### src/rtl/cpu_pkg.sv
// Shared encodings for the multi-cycle core's sequencing logic: next-PC modes,
// sequencer state, and the sizing helper for the fetch wait counter.
package cpu_pkg;

  localparam logic [2:0] MODE_SEQ  = 3'd0;
  localparam logic [2:0] MODE_BEQ  = 3'd1;
  localparam logic [2:0] MODE_BNE  = 3'd2;
  localparam logic [2:0] MODE_JIMM = 3'd3;
  localparam logic [2:0] MODE_JREG = 3'd4;
  localparam logic [2:0] MODE_HALT = 3'd5;

  typedef enum logic [2:0] {
    ST_IDLE  = 3'd0,
    ST_FETCH = 3'd1,
    ST_WAIT  = 3'd2,
    ST_EXEC  = 3'd3,
    ST_HALT  = 3'd4
  } state_t;

  // Counter must hold 0..wait_max inclusive; never narrower than one bit.
  function automatic int wait_cnt_w(input int wait_max);
    return (wait_max < 1) ? 1 : $clog2(wait_max + 1);
  endfunction

endpackage

### src/rtl/pc_sequencer_if.sv
// Instruction-memory port: one-cycle req pulse with address out, valid-qualified
// read data back after any latency; no backpressure towards the sequencer.
interface pc_sequencer_if #(
  parameter int ADDR_W = 16,
  parameter int INST_W = 32
);
  logic              req;
  logic [ADDR_W-1:0] addr;
  logic              valid;
  logic [INST_W-1:0] rdata;

  modport master (output req, output addr, input valid, input rdata);
  modport slave  (input req, input addr, output valid, output rdata);
endinterface

### src/rtl/next_pc_calc.sv
// Combinational next-PC selection (0 cycles); all arithmetic wraps modulo 2^ADDR_W.
// No handshake: the result is only consumed when the sequencer commits.
module next_pc_calc
  import cpu_pkg::*;
#(
  parameter int ADDR_W = 16,
  parameter int IMM_W  = 16,
  parameter int JIMM_W = 26
) (
  input  logic [ADDR_W-1:0] pc,
  input  logic [2:0]        mode,
  input  logic              zero,
  input  logic [IMM_W-1:0]  branch_off,
  input  logic [JIMM_W-1:0] jimm,
  input  logic [ADDR_W-1:0] jreg,
  output logic [ADDR_W-1:0] next_pc
);

  localparam int OFF_W = (IMM_W  > ADDR_W) ? IMM_W  : ADDR_W;
  localparam int JMP_W = (JIMM_W > ADDR_W) ? JIMM_W : ADDR_W;

  // One spare top bit keeps the discarded-bit slices non-empty for any widths.
  logic [OFF_W:0]    off_ext;
  logic [JMP_W:0]    jimm_ext;
  logic [ADDR_W-1:0] seq_pc;
  logic [ADDR_W-1:0] taken_pc;
  logic              unused_hi_bits;

  assign off_ext        = (OFF_W + 1)'($signed(branch_off));
  assign jimm_ext       = (JMP_W + 1)'(jimm);
  assign unused_hi_bits = ^{off_ext[OFF_W:ADDR_W], jimm_ext[JMP_W:ADDR_W]};

  assign seq_pc   = pc + ADDR_W'(1);
  assign taken_pc = seq_pc + off_ext[ADDR_W-1:0];

  always_comb begin
    next_pc = seq_pc;
    case (mode)
      MODE_BEQ:  next_pc = zero  ? taken_pc : seq_pc;
      MODE_BNE:  next_pc = !zero ? taken_pc : seq_pc;
      MODE_JIMM: next_pc = jimm_ext[ADDR_W-1:0];
      MODE_JREG: next_pc = jreg;
      default:   next_pc = seq_pc;
    endcase
  end

endmodule

### src/rtl/pc_sequencer.sv
// PC owner and fetch sequencer: IDLE/FETCH/WAIT/EXEC/HALT, min 3 cycles per instruction,
// EXEC L+1 cycles after FETCH; memory stalls are absorbed in WAIT up to WAIT_MAX+1 cycles.
module pc_sequencer
  import cpu_pkg::*;
#(
  parameter int          ADDR_W   = 16,
  parameter int          INST_W   = 32,
  parameter int          IMM_W    = 16,
  parameter int          JIMM_W   = 26,
  parameter logic [ADDR_W-1:0] RESET_PC = '0,
  parameter int          WAIT_MAX = 15
) (
  input  logic              clk,
  input  logic              n_reset,
  input  logic              ready,
  input  logic [2:0]        mode,
  input  logic              zero,
  input  logic              commit,
  input  logic [IMM_W-1:0]  branch_off,
  input  logic [JIMM_W-1:0] jimm,
  input  logic [ADDR_W-1:0] jreg,
  pc_sequencer_if.master    imem,
  output logic [ADDR_W-1:0] pc,
  output logic [ADDR_W-1:0] link,
  output logic [INST_W-1:0] inst,
  output logic              inst_valid,
  output logic              halted,
  output logic              fault
);

  localparam int               CNT_W   = wait_cnt_w(WAIT_MAX);
  localparam logic [CNT_W-1:0] CNT_MAX = CNT_W'(WAIT_MAX);

  state_t            state, state_nxt;
  logic              ready_q;
  logic              ready_edge;
  logic [CNT_W-1:0]  wait_cnt, wait_cnt_nxt;
  logic [ADDR_W-1:0] pc_nxt;
  logic [ADDR_W-1:0] next_pc;
  logic [INST_W-1:0] inst_nxt;
  logic              fault_nxt;

  next_pc_calc #(
    .ADDR_W (ADDR_W),
    .IMM_W  (IMM_W),
    .JIMM_W (JIMM_W)
  ) u_next_pc (
    .pc         (pc),
    .mode       (mode),
    .zero       (zero),
    .branch_off (branch_off),
    .jimm       (jimm),
    .jreg       (jreg),
    .next_pc    (next_pc)
  );

  assign ready_edge = ready & ~ready_q;

  always_ff @(posedge clk) begin
    if (!n_reset) begin
      state    <= ST_IDLE;
      ready_q  <= 1'b0;
      pc       <= RESET_PC;
      inst     <= '0;
      fault    <= 1'b0;
      wait_cnt <= '0;
    end else begin
      state    <= state_nxt;
      ready_q  <= ready;
      pc       <= pc_nxt;
      inst     <= inst_nxt;
      fault    <= fault_nxt;
      wait_cnt <= wait_cnt_nxt;
    end
  end

  always_comb begin
    state_nxt    = state;
    pc_nxt       = pc;
    inst_nxt     = inst;
    fault_nxt    = fault;
    wait_cnt_nxt = wait_cnt;
    case (state)
      ST_IDLE: begin
        if (ready_edge) state_nxt = ST_FETCH;
      end
      ST_FETCH: begin
        wait_cnt_nxt = '0;
        state_nxt    = ST_WAIT;
      end
      ST_WAIT: begin
        // A response on the final allowed cycle still beats the timeout.
        if (imem.valid) begin
          inst_nxt  = imem.rdata;
          state_nxt = ST_EXEC;
        end else if (wait_cnt == CNT_MAX) begin
          fault_nxt = 1'b1;
          state_nxt = ST_HALT;
        end else begin
          wait_cnt_nxt = wait_cnt + CNT_W'(1);
        end
      end
      ST_EXEC: begin
        if (commit) begin
          pc_nxt    = next_pc;
          state_nxt = (mode == MODE_HALT) ? ST_HALT : ST_FETCH;
        end
      end
      ST_HALT: begin
        if (ready_edge && !fault) state_nxt = ST_FETCH;
      end
      default: state_nxt = ST_IDLE;
    endcase
  end

  assign imem.req   = (state == ST_FETCH);
  assign imem.addr  = pc;
  assign inst_valid = (state == ST_EXEC);
  assign halted     = (state == ST_HALT);
  assign link       = pc + ADDR_W'(1);

endmodule

### src/flat_wrapper.sv
// flat-port wrapper written by rule: the top's interface ports become plain ports
module pc_sequencer_flat import cpu_pkg::*;
#(
  parameter int          ADDR_W   = 16,
  parameter int          INST_W   = 32,
  parameter int          IMM_W    = 16,
  parameter int          JIMM_W   = 26,
  parameter logic [ADDR_W-1:0] RESET_PC = '0,
  parameter int          WAIT_MAX = 15
)
  (clk, n_reset, ready, mode, zero, commit, branch_off, jimm, jreg, pc, link, inst, inst_valid, halted, fault, imem_req, imem_addr, imem_valid, imem_rdata);
  pc_sequencer_if #(.ADDR_W(ADDR_W), .INST_W(INST_W)) imem_i ();
  input  logic clk;
  input  logic n_reset;
  input  logic ready;
  input  logic [2:0] mode;
  input  logic zero;
  input  logic commit;
  input  logic [IMM_W-1:0] branch_off;
  input  logic [JIMM_W-1:0] jimm;
  input  logic [ADDR_W-1:0] jreg;
  output logic [ADDR_W-1:0] pc;
  output logic [ADDR_W-1:0] link;
  output logic [INST_W-1:0] inst;
  output logic inst_valid;
  output logic halted;
  output logic fault;
  output wire logic [$bits(imem_i.req)-1:0] imem_req;
  output wire logic [$bits(imem_i.addr)-1:0] imem_addr;
  input wire logic [$bits(imem_i.valid)-1:0] imem_valid;
  input wire logic [$bits(imem_i.rdata)-1:0] imem_rdata;
  assign imem_req = imem_i.req;
  assign imem_addr = imem_i.addr;
  assign imem_i.valid = imem_valid;
  assign imem_i.rdata = imem_rdata;
  pc_sequencer #(.ADDR_W(ADDR_W), .INST_W(INST_W), .IMM_W(IMM_W), .JIMM_W(JIMM_W), .RESET_PC(RESET_PC), .WAIT_MAX(WAIT_MAX)) u_core (.clk(clk), .n_reset(n_reset), .ready(ready), .mode(mode), .zero(zero), .commit(commit), .branch_off(branch_off), .jimm(jimm), .jreg(jreg), .imem(imem_i), .pc(pc), .link(link), .inst(inst), .inst_valid(inst_valid), .halted(halted), .fault(fault));
endmodule
### config.mk
export PLATFORM = sky130hd
export DESIGN_NAME = pc_sequencer_flat
export DESIGN_NICKNAME = d
export VERILOG_FILES = /design/src/rtl/cpu_pkg.sv /design/src/rtl/pc_sequencer_if.sv /design/src/rtl/next_pc_calc.sv /design/src/rtl/pc_sequencer.sv /design/src/flat_wrapper.sv
export SDC_FILE = /design/constraint.sdc
export NUM_CORES = 1
export LEC_CHECK = 0
export ABC_CLOCK_PERIOD_IN_PS = 4100
export BUFFER_PORTS_ARGS = -buffer_cell sky130_fd_sc_hd__buf_2
export CORE_ASPECT_RATIO = 2
export CORE_MARGIN = 2
export CORE_UTILIZATION = 48
export CTS_BUF_LIST = sky130_fd_sc_hd__clkbuf_16
export DETAILED_ROUTE_END_ITERATION = 7
export PLACE_DENSITY_LB_ADDON = 0.12
export SLEW_MARGIN = 20
export SYNTH_ARGS = -nofsm -noshare
export SYNTH_HDL_FRONTEND = slang
export SYNTH_SLANG_ARGS = --single-unit
### constraint.sdc
create_clock -name clk -period 4.1 [get_ports clk]
set_input_delay 0.82 -clock clk [delete_from_list [all_inputs] [get_ports clk]]
set_output_delay 0.82 -clock clk [all_outputs]
set_load 0.1 [all_outputs]
=== Word level (Yosys, flattened, before mapping) ===
Cells that the tools add are included.

* Register bits after elaboration: 57
* Output and inout bits: 84
* Input port bits: 99
* Logic and storage cells: 50

* Add/sub/neg operators: 3
* Equal/unequal tests: 16
* Mux-type cells: 13
* Reduce and logical (&&, ||, !) cells: 9
* Bitwise operators: 3

{| class="wikitable"
|+ Operators with widths
! operator !! count
|-
| 16-bit case mux with 4 select lines || 1
|-
| 16-bit 2-to-1 mux || 2
|-
| 3-bit 2-to-1 mux || 6
|-
| 16-bit by 1-bit adder with 16-bit output, second input constant || 1
|-
| 16-bit adder || 1
|-
| 3-bit case mux with 5 select lines || 1
|-
| 3-bit by 2-bit == test with 1-bit output, second input constant || 4
|-
| 3-bit == test, second input constant || 3
|-
| 4-bit 2-to-1 mux || 2
|-
| 4-bit case mux with 2 select lines || 1
|-
| 3-bit by 1-bit == test with 1-bit output, second input constant || 2
|-
| 2-bit != test, second input constant || 3
|-
| 3-bit AND reduction || 2
|-
| 4-bit by 1-bit adder with 4-bit output, second input constant || 1
|-
| 4-bit == test, second input constant || 1
|-
| 2-bit by 1-bit != test with 1-bit output, second input constant || 2
|-
| 2-bit AND reduction || 2
|-
| 4-bit AND reduction || 1
|-
| 3-bit zero test || 1
|-
| 3-bit by 2-bit != test with 1-bit output, second input constant || 1
|-
| 1-bit NOT || 2
|-
| 2-bit nonzero test || 1
|-
| 1-bit AND || 1
|-
| 1-bit logical AND || 1
|-
| 1-bit zero test || 1
|}

=== Longest topological paths before layout ===
* Depth after elaboration: 5
* Depth in mapped cells: 13
* Gate-level depth less buffers: 13

=== Modules after synthesis ===
From an unflattened synthesis, not the netlist that was laid out.

* Cell total of the unflattened synthesis: 527
* Area, all modules: 4020.1 µm²

{| class="wikitable"
|+ By module, submodules not included
! module !! area each (µm²) !! cells each !! sequential area each (µm²) !! times used
|-
| pc_sequencer || 2542.4 || 321 || 1141.1 || 1
|-
| next_pc_calc || 1477.7 || 206 || 0.0 || 1
|}

=== Worst setup path after synthesis ===
No wires, ideal clock.

* Kind: reg-to-reg
* From: register u_core.pc[0] (netlist: u_core.imem.addr[0])
* To: register u_core.pc[13] (netlist: u_core.imem.addr[13])
* Required time: 3980 ps
* Cell stages (with the launch flop): 14
* Arrival time: 5334 ps
* Library setup time: 120 ps
* Clock period less this slack: 5454 ps
* Slack: -1354 ps
* Buffers on the path: 0
* Cell sequence: dfxtp_1 > ha_1 > nand4_1 > nor2_1 > nand4_1 > xnor2_1 > ha_1 > a221oi_1 > o21ai_0 > or3_1 > o21ai_1 > xnor2_1 > a221oi_2 > nor2_1

* Cells in the longest elaborated chain, start to end: 4
* Elaborated cells on any way between the ends: 5
* Classes of those cells: add/sub: 2; mux: 3

{| class="wikitable"
|+ Ends and longest elaborated chain
! element !! line !! text
|-
| from (decl) || pc_sequencer.sv:23 || <nowiki>output logic [ADDR_W-1:0] pc,</nowiki>
|-
| from (signal assigned) || pc_sequencer.sv:70 || <nowiki>pc <= pc_nxt;</nowiki>
|-
| 16-bit by 1-bit adder with 16-bit output * || - ||
|-
| net link[12] || flat_wrapper.sv:23 || <nowiki>output logic [ADDR_W-1:0] link;</nowiki>
|-
| 16-bit adder * || next_pc_calc.sv:34 || <nowiki>assign taken_pc = seq_pc + off_ext[ADDR_W-1:0];</nowiki>
|-
| 16-bit 2-to-1 mux, on equally long branches || next_pc_calc.sv:40, next_pc_calc.sv:39 ||
|-
| 16-bit case mux with 4 select lines * || next_pc_calc.sv:38 || <nowiki>case (mode)</nowiki>
|}

The timed path passes the listed nets; every way through them passes the cells marked *.
A chain may end at the register's enable or synchronous reset.

=== Worst setup path in the final report ===
* From: register u_core.pc[0] (netlist: u_core.imem.addr[0])
* To: register u_core.pc[13] (netlist: u_core.imem.addr[13])

* Cells in the longest elaborated chain, start to end: 4
* Elaborated cells on any way between the ends: 5
* Classes of those cells: add/sub: 2; mux: 3

{| class="wikitable"
|+ Ends and longest elaborated chain
! element !! line !! text
|-
| 16-bit by 1-bit adder with 16-bit output * || next_pc_calc.sv:33 || <nowiki>assign seq_pc = pc + ADDR_W'(1);</nowiki>
|-
| 16-bit adder || next_pc_calc.sv:34 ||
|-
| 16-bit 2-to-1 mux, on equally long branches || next_pc_calc.sv:40, next_pc_calc.sv:39 ||
|-
| 16-bit case mux with 4 select lines * || next_pc_calc.sv:38 ||
|}

Every way passes the cells marked *; elsewhere a longest branch is shown, timed or not.

==> impl_results.md <==
* Routability Congestion at 0.882
* Worst Setup End Kind: flip-flop
* Count leader, synth: nand2_1
* Row count at 46
* Aggregate negative setup slack at 0 ps
* Max-cap violation count at 0
* Reg2Reg Setup Slack at 690 ps
* Residual DRC count at 0
* VDD IR max at 0.228 mV
* Synth area leader: dfxtp_1
* Register bit total from synthesis at 57
* Seq/Total Area, Yosys at 0.292
* Area contributors post-synth: dfxtp_1 29%, nand2_1 8.0%, a21boi_0 7.1%
* Num ports at 183
* Final hold vios at 0
* Wire per inst at 16.0 um
* Status: completed
* Final period utilization at 0.833
* Post-CTS Setup Bufs at 0
* Post-Syn Area per Cell at 8.28 um2
* IO buf count at between 150 and 200
* List of most frequent post-synthesis cells: 83 x nand2_1, 57 x dfxtp_1, 37 x a21boi_0
* H-tree levels at 3
* Max Slew Vio Count at 0
* GRT Total Usage at 0.263
* WHS Endpoint: u_core.inst[9]
* Worst reg2reg endpoint: u_core.imem.addr[13]
* Cells along the critical path: ha_1 -> nand4_1 -> nor2_1 -> nand4_1 -> xnor2_4 -> ha_1 -> a221oi_1 -> o21ai_0 -> or3_1 -> o21ai_1 -> xnor2_1 -> a221oi_2 -> nor2_1
* Largest net degree at the start of global routing at 59
* Tot Pwr at 2.54 mW
* Initial antenna violation count at 0
* Maximum operating frequency at 293 MHz
* Reg2Reg Depth at 13
* Filler cells at between 700 and 800
* Multi-input gate area at between 2000 and 3000 um2
* Fin crit period at 3410 ps
* Nets at 738
* DR pass1 iterations at 4
* CP max stage cell: dfxtp_2
* Startpoint Class: flip-flop
* Die Area at slightly below 9000 um2
* Via count at 4,001
* HP Start: u_core.inst[9]
* Antenna Nets Post-Route at 0
* Inserted Clock Buffers at 9
* Clock sink count at 57
* Layout cells sized above 1 at 0.365
* Vias in the first global route at 3,883
* Layout Skew at around 4.8 ps
* Crit path DAT at roughly 3600 ps
* Final non-filler cell total at 718
* Synthesis-to-layout area growth at 30.4%
* Synth async-reset ratio at 0
* Worst-skew pair later-pin latency at 330 ps
* DP Cell Count at 702
* Core ar. at 7940 um2
* Mapped Area at about 3900 um2
* Pwr dens at around 500 nW/um2
* Hold Buf Count CTS at 0
* Critical Path RT at approximately 4300 ps
* Synth Instances at 472
* RSZ-0062 raised after global routing: no
* Estimated wirelength of the detail-placed design at 9.01 mm
* Leakage power at 2.50 nW
* WS Path Type: flip-flop to flip-flop
* Reg2Reg Launch Point: u_core.imem.addr[0]
* HP Class: flip-flop to flip-flop
* Top_reg_cell synth: dfxtp_1
* Slew HR at 0.310
* Gr ovfl total at 0
* Chip Width at 67.8 um
* CP max FO at 7
* Hold WS at between 400 and 500 ps
* Routed WL at 11.5 mm
* DR iter-0 viols at roughly 180
* Root Buffer: clkbuf_16
* Placed cell areas at 4790 um2
* Initial Util at 0.492
* Yosys warns at 0
* Area occupied by registers at 1150 um2
* Yosys top cell area share at 0.292
* Hold depth at 2
* Vias/cell at roughly 5.6
* Final Setup Violations at 0
* Slew of the pin with the lowest slew margin at 1030 ps
* Number of flops mapped to enable cells by yosys at 0
* Final instance area at 5100 um2
* CTS tree: yes
* Die Y at roughly 130 um
* Clock transition at the registers of the reported paths at 50 ps
* First-pass GRT wire length at ~18 mm
* Netlist cell types at 60
* Post-CTS resize count at 0
* Slowest stage delay, CP at ~390 ps
* N_diodes at 0
* Post-Syn Nets at 593
* CTS max path bufs at 2
==> worst max-delay path, delay by kind of cell (launching register included) <==
| family | cells | cell delay (ps) |
|---|---|---|
| fa+ha+maj | 2 | 600 |
| xor+xnor | 2 | 360 |
| simple gates | 5 | 1140 |
| compound gates | 4 | 810 |
| flops | 1 | 390 |
==> final cells by class <==
cell class,instances,area share
clock buffer,9,0.0442
clock inverter,7,0.0169
inverter,6,0.00442
multi-input combinational,368,0.512
sequential,57,0.226
tap,96,0.0236
timing repair buffer,175,0.173
==> routing by layer <==
metal | vias to the layer above | share of wire | GRT usage
met5 | - | 0 | 0
met4 | 0 | 0.033 | 0.140
met3 | 25 | 0.052 | 0.0394
met2 | 143 | 0.56 | 0.493
met1 | 1866 | 0.35 | 0.255
li1 | 1967 | - | -
==> flip-flops by register name, indices dropped and copies added (netlist names) <==
register / count
u_core.wait_cnt: 4
u_core.ready_q: 1
u_core.inst: 32
u_core.state: 3
u_core.imem.addr: 16
u_core.fault: 1
==> through the flow <==
stage,setup WS (ps),util
after floorplan,61.8,-
after global placement,758,0.603
after detailed placement,696,0.603
after CTS,676,0.642
after global routing,277,0.642
final,686,0.642
==> report_power, final <==
part	internal (mW)	total, mW	switching, mW
Clock	0.525	0.780	0.255
Sequential	0.617	0.674	0.0571
Combinational	0.243	1.08	0.840
Total	1.38	2.54	1.15
==> layout by cell type, fill, tap and decap left out, drive strengths merged, types with 12 or more instances in the layout <==
cell type  count
buf          175
nand2         83
dfxtp         57
a21boi        38
nor2          30
o21ai         29
ha            21
xnor2         20
a21oi         17
a221oi        16
a221o         12
xor2          12
==> worst max path at each step <==
stage                   startpoint                    to  slack (ps)  depth (start not counted)
5_1_grt        u_core.imem.addr[0]  u_core.imem.addr[13]         280                         13
2_1_floorplan  u_core.imem.addr[0]  u_core.imem.addr[13]          60                         13
4_1_cts        u_core.imem.addr[0]  u_core.imem.addr[13]         680                         13
6_report       u_core.imem.addr[0]  u_core.imem.addr[13]         690                         13
3_5_place_dp   u_core.imem.addr[0]  u_core.imem.addr[13]         700                         13
3_3_place_gp   u_core.imem.addr[0]  u_core.imem.addr[13]         760                         13
==> cell families after synthesis <==
kind of cell | count (synthesis) | share of synthesized area
xor gates and xnor gates | 32 | 0.0784
buffers and inverters | 47 | 0.0775
DFF | 57 | 0.292
and+or+nand+nor | 167 | 0.204
adders and majority gates | 22 | 0.0723
muxes | 2 | 0.00512
AOI/OAI and AO/OA | 145 | 0.270
(Power assumes the default switching activity.)
